File: src/rtl/hex_message_scroller.sv
`default_nettype none
// ============================================================================
// Module   : hex_message_scroller
// Brief    : Scrolls a four-nibble window circularly through a 16-nibble
//            message buffer at a programmable rate for a 7-segment driver.
// Revision : 1.0 - initial release
// ============================================================================
module hex_message_scroller #(
    parameter int MSG_LEN = 16,
    parameter int RATE_W  = 24
) (
    input  logic              clk,
    input  logic              reset,
    input  logic              wr_en,
    input  logic [3:0]        wr_addr,
    input  logic [3:0]        wr_data,
    output logic              wr_ready,
    input  logic              start,
    input  logic              stop,
    input  logic [RATE_W-1:0] rate,
    output logic [3:0]        hex3,
    output logic [3:0]        hex2,
    output logic [3:0]        hex1,
    output logic [3:0]        hex0,
    output logic              busy,
    output logic              wrap
);

    localparam logic [RATE_W-1:0] c_ONE = {{(RATE_W-1){1'b0}}, 1'b1};

    typedef enum logic [0:0] {
        S_IDLE = 1'b0,
        S_RUN  = 1'b1
    } state_t;

    state_t            r_state;
    state_t            w_state_next;
    logic [3:0]        r_buf [MSG_LEN];
    logic [3:0]        r_pos;
    logic [RATE_W-1:0] r_cnt;
    logic [RATE_W-1:0] r_rate_q;
    logic [3:0]        r_hex3, r_hex2, r_hex1, r_hex0;
    logic              r_wrap_pend;
    logic              r_wrap;
    logic              w_accept_start;
    logic              w_halt;
    logic              w_step;
    logic              w_buf_we;
    logic [3:0]        w_idx1, w_idx2, w_idx3;

    assign w_idx1 = r_pos + 4'd1;
    assign w_idx2 = r_pos + 4'd2;
    assign w_idx3 = r_pos + 4'd3;

    always_comb begin
        w_state_next   = r_state;
        w_accept_start = 1'b0;
        w_halt         = 1'b0;
        w_step         = 1'b0;
        w_buf_we       = 1'b0;
        case (r_state)
            S_IDLE: begin
                w_buf_we = wr_en;
                // stop wins over a simultaneous start
                if (start && !stop) begin
                    w_accept_start = 1'b1;
                    w_state_next   = S_RUN;
                end
            end
            S_RUN: begin
                if (stop) begin
                    w_halt       = 1'b1;
                    w_state_next = S_IDLE;
                end else if (r_cnt == r_rate_q - c_ONE) begin
                    w_step = 1'b1;
                end
            end
            default: w_state_next = S_IDLE;
        endcase
    end

    always_ff @(posedge clk or negedge reset) begin
        if (!reset) begin
            r_state <= S_IDLE;
            for (int i = 0; i < MSG_LEN; i++) begin
                r_buf[i] <= 4'd0;
            end
            r_pos       <= 4'd0;
            r_cnt       <= '0;
            r_rate_q    <= c_ONE;
            r_hex3      <= 4'd0;
            r_hex2      <= 4'd0;
            r_hex1      <= 4'd0;
            r_hex0      <= 4'd0;
            r_wrap_pend <= 1'b0;
            r_wrap      <= 1'b0;
        end else begin
            r_state <= w_state_next;
            if (w_buf_we) begin
                r_buf[wr_addr] <= wr_data;
            end
            if (w_accept_start) begin
                r_rate_q <= (rate == '0) ? c_ONE : rate;
                r_cnt    <= '0;
            end else if (w_halt) begin
                r_cnt <= '0;
            end else if (r_state == S_RUN) begin
                if (w_step) begin
                    r_cnt <= '0;
                    r_pos <= w_idx1;
                end else begin
                    r_cnt <= r_cnt + c_ONE;
                end
            end
            // wrap is delayed one cycle so it lines up with the window showing pos 0
            r_wrap_pend <= w_step && (r_pos == 4'hF);
            r_wrap      <= r_wrap_pend;
            r_hex3      <= r_buf[r_pos];
            r_hex2      <= r_buf[w_idx1];
            r_hex1      <= r_buf[w_idx2];
            r_hex0      <= r_buf[w_idx3];
        end
    end

    assign wr_ready = (r_state == S_IDLE);
    assign busy     = (r_state == S_RUN);
    assign wrap     = r_wrap;
    assign hex3     = r_hex3;
    assign hex2     = r_hex2;
    assign hex1     = r_hex1;
    assign hex0     = r_hex0;

endmodule
`default_nettype wire

File: config.mk
export PLATFORM = sky130hd
export DESIGN_NAME = hex_message_scroller
export DESIGN_NICKNAME = d
export VERILOG_FILES = /design/src/rtl/hex_message_scroller.sv
export SDC_FILE = /design/constraint.sdc
export NUM_CORES = 1
export LEC_CHECK = 0
export CAP_MARGIN = 20
export CORE_UTILIZATION = 60
export DETAILED_ROUTE_END_ITERATION = 7
export GPL_ROUTABILITY_DRIVEN = 1
export HOLD_SLACK_MARGIN = 0.06
export PLACE_DENSITY = 0.87
export RECOVER_POWER = 25
export SETUP_SLACK_MARGIN = 0.15
export SYNTH_ARGS = -nofsm -noshare
export SYNTH_HDL_FRONTEND = slang
export SYNTH_SLANG_ARGS = --single-unit
File: constraint.sdc
create_clock -name clk -period 9.95 [get_ports clk]
set_input_delay 0.995 -clock clk [delete_from_list [all_inputs] [get_ports clk]]
set_output_delay 0.995 -clock clk [all_outputs]
set_load 0.02 [all_outputs]
# Word-level counts from Yosys, hierarchy flattened
# Cells that the tools add are included.
# W data, S select, Z words.
# word_totals
inputBits,37
elab_cells,84
ff_bits,135
# classes
bitwise_logic,8
addsub,5
muxes,30
reduce_logical,7
eq_ne,2
n_lt_le_gt_ge,6
# ops
operator,n
$mux W24,5
$bmux W4 S4,4
$bwmux W64,1
$mux W4,9
$ge A5 B5 Y1 const B,5
$not A4 Y5,5
$add A24 B1 Y24 const B,1
$eq A24 B24 Y1,1
$logic_not A24 Y1,1
$sub A24 B1 Y24 const B,1
$demux W4 S4,1
$mux W1,9
$add A4 B2 Y4 const B,2
$lt A5 B1 Y1 const B,1
$add A4 B1 Y4 const B,1
$eq A4 B4 Y1 const B,1
$reduce_and A4 Y1,1
$logic_and A1 B1 Y1,3
$not A1 Y1,3
$reduce_bool A3 Y1,1
$pmux W1 S2,1
$logic_not A1 Y1,1

# Depth between registers and ports, before layout
# depth
depth_word,9
depth_mapped,12
mapped_depth_nobuf,10

# Worst setup path before layout
# OpenSTA, ideal clock, no wires.
# synth_timing
path_kind,reg2reg
from,register r_pos[0]
to,register r_hex0[0] (netlist: hex0[0])
setup_ns,0.138
arrival_ns,3.501
path_slack_ns,6.311
t_required_ns,9.812
period_less_slack_ns,3.639
stages_incl_launch_ff,11
cell_sequence,dfrtp_1 clkbuf_1 buf_1 clkbuf_1 clkbuf_1 inv_1 ha_1 clkbuf_1 clkbuf_1 mux4_2 mux4_2
# synth_between
elab_chain_cells,5
# synth_rtl
element,line_no,text
"start, declared",39,logic [3:0] r_pos;
"start signal, assigned",110,r_pos <= w_idx1;
$add A4 B2 Y4,53,assign w_idx3 = r_pos + 4'd3;
$not A4 Y5 (not written as such),121,r_hex0 <= r_buf[w_idx3];
$bmux W4 S4,121,
$mux W4 (not written as such) (2 in a row),121,
"end signal, assigned",121,
"end, declared",42,"logic [3:0] r_hex3, r_hex2, r_hex1, r_hex0;"
# Every way passes these cells. The select of a mux whose other input is x is not followed.
# A chain may end at the register's enable or synchronous reset.

==> flow_metrics.py <==
metrics = {
    "outcome": {
        "status": "complete, but fails checks",
        "violations": "capacitance limit, slew limit",
    },
    "routing": {
        "routed_wirelength_mm": 21.09,
        "drc": 0,
        "via_per_inst": 6.932,
        "initialDrtViolationCount": 778,
        "drtPass1Iterations": 6,
        "routedWlPerCell_um": 22.73,
        "via_count": 6433,
        "drt.antenna.violating_nets": 0,
    },
    "synth": {
        "yosys.area.top_type": "dfrtp_1",
        "synthesis.area_sq_mm": 0.008327,
        "yosysSeqAreaShare": 0.4059,
        "syn_inst": 700,
        "synthTopCellsByCount": "134 x dfrtp_1, 93 x mux2_2, 64 x mux4_2",
        "syn_nets": 743,
        "avgSynthCellArea_sq_um": 11.90,
        "synth_top_area_frac": 0.4027,
        "yosysMostFrequentCell": "dfrtp_1",
        "ys_warn_count": 0,
        "ys_ff_latch": 135,
        "synthArstFlopShare": 1.000,
        "synth_top_flop_cell": "dfrtp_1",
        "ys_types": 57,
        "synth_edf_count": 0,
        "synth_area_leaders": "dfrtp_1 40%, mux4_2 17%, mux2_2 13%",
    },
    "final_layout": {
        "fin_area_sq_mm": 0.009598,
        "drive_gt1_frac": 0.2766,
        "n_fill_cell": 839,
        "synthToLayoutAreaGrowth_pct": 15.27,
        "num_antenna_cells": 0,
        "multiInputGateArea_sq_mm": 0.004730,
        "final_nets": 782,
        "seq_area_sq_mm": 0.003383,
    },
    "floorplan": {
        "die_x_um": 119.8,
        "die_y_um": 119.8,
        "coreArea_sq_mm": 0.01340,
        "ios": 56,
        "die_area_sq_mm": 0.01435,
        "rows": 42,
        "start_util": 0.6214,
    },
    "placement": {
        "placed_cell_area_sq_mm": 0.008952,
        "port_buffers": 55,
        "post-place-ws_ns": 6.251,
        "routabilityCongestion": 0.9483,
        "dpl.hpwl_mm": 14.52,
    },
    "clock_network": {
        "cts_resized": 0,
        "postCtsSetupBuffers": 0,
        "hold_buffers": 0,
        "cts_buffers": 17,
        "cts_buffer_depth": 2,
        "cts-root-buf": "clkbuf_16",
        "clock_sinks": 135,
        "insertion_delay_ns": 0.42,
        "clkTransAtPathRegs_ns": 0.06,
        "cts_tree": "built",
        "htreeDepth": 4,
    },
    "power_and_ir_drop": {
        "leakage_nw": 4.009,
        "power_w": 0.001821,
        "ir_worst_vdd_mv": 0.1305,
        "pwr_density_cell_mw_per_mm2": 189.8,
    },
    "timing": {
        "rsz0062_at_grt": "no",
        "relSlewSlack": -1.707,
        "report.final.slew_viol_count": 78,
        "fmax_mhz": 206.8,
        "setup-tns-final_ns": 0,
        "skew_ns": 0.01453,
        "tightest_slew_ns": 4.060,
        "setup_ws_ns": 5.115,
        "hold_violations": 0,
        "final.min_clock_period_ns": 4.836,
        "setup_violations": 0,
        "period_share": 0.4860,
    },
    "critical_path": {
        "regToRegStartpoint": "r_rate_q[1]",
        "critPathMaxFanout": 77,
        "critPathKind": "in -> async",
        "crit_start": "reset",
        "arrival_ns": 3.84,
        "critPathSlowestCell": "clkbuf_1",
        "critPathBufInv": 1,
        "path_cells": "clkbuf_1",
        "startpoint_type": "input port",
        "cp-end-kind": "async pin",
        "critPathTopFamily": "buffers and inverters",
        "cp_data_required_time_ns": 8.96,
        "slowest_delay_ns": 2.80,
    },
    "global_routing": {
        "grt_pass1_vias": 6296,
        "grt_use_total": 0.3148,
        "grt_overflow": 0,
        "antenna_found_initial": 0,
        "grt_pass1_wl_mm": 33.98,
        "grt_max_degree": 78,
    },
    "hold_path": {
        "min_from": "r_wrap_pend",
        "hp-class": "reg -> reg",
    },
    "flow_run": {
        "cap_violations": 1,
    },
}
-- routing by layer --
| layer | up-vias | GRT usage | share of wire |
|---|---|---|---|
| li1 | 2754 | - | - |
| met1 | 3205 | 0.4333 | 0.40 |
| met2 | 418 | 0.4834 | 0.48 |
| met3 | 56 | 0.07367 | 0.089 |
| met4 | 0 | 0.1313 | 0.028 |
| met5 | - | 0 | 0 |
-- cell usage in the layout, fill, tap and decap left out, drive strengths merged, types with 13 or more instances in the layout --
| cell | n |
|---|---|
| mux2 | 93 |
| xnor2 | 22 |
| clkdlybuf4s50 | 53 |
| o21ai | 25 |
| mux4 | 64 |
| dfrtp | 134 |
| nor2 | 32 |
| nor4 | 15 |
| nand2 | 52 |
| clkbuf | 25 |
| a21oi | 22 |
| a21o | 18 |
| nand3 | 13 |
| nor3 | 15 |
| xor2 | 14 |
-- kinds of logic after synthesis --
family | Yosys count | share of synthesized area
and+or+nand+nor | 200 | 0.1276
xor gates and xnor gates | 36 | 0.03787
muxes | 166 | 0.3097
DFF | 135 | 0.4059
AOI/OAI and AO/OA | 104 | 0.08385
adders and majority gates | 6 | 0.009016
buffers and inverters | 53 | 0.02615
-- power by group --
| group | internal [W] | leakage, nW | switching, W |
|---|---|---|---|
| Combinational | 0.000247 | 2.02 | 0.000181 |
| Sequential | 0.000646 | 1.70 | 0.000123 |
| Clock | 0.000394 | 0.282 | 0.000231 |
-- state kept, by name, indices dropped and copies added (netlist names) --
signal / flops
busy: 1
hex0: 4
hex1: 4
hex2: 4
hex3: 4
r_buf: 64
r_cnt: 24
r_pos: 4
r_rate_q: 24
r_wrap_pend: 1
wrap: 1
-- final timing paths --
check                          endpoint  slack (ns)  cells past startpoint
hold reg to reg                    wrap        0.35                      0
min in group asynchronous  r_rate_q[22]        1.99                      1
max in group clk              r_cnt[21]        6.42                     10
setup / recovery               r_pos[0]        5.11                      1
hold / removal                     wrap        0.35                      0
setup reg to reg              r_cnt[21]        6.42                     10
-- final cells by class --
class,instances,share of cell area
Timing Repair Buffer,62,0.06609
Tap cell,176,0.02294
Multi-Input combinational cell,512,0.4928
Inverter,11,0.004302
Clock buffer,24,0.05123
Sequential cell,135,0.3525
Clock inverter,8,0.01017
-- per-stage QoR --
| step | utilization | cells | hold slack (ns) |
|---|---|---|---|
| 6_report | 0.7162 | 928 | 0.3466 |
| 4_1_cts | 0.7120 | 925 | 0.3516 |
| 2_1_floorplan | - | 700 | 0.3312 |
| 3_5_place_dp | 0.6681 | 893 | 0.3458 |
| 3_3_place_gp | 0.6681 | 893 | 0.3338 |
| 5_1_grt | 0.7162 | 928 | 0.3597 |
Power figures use the tool's default switching activity.
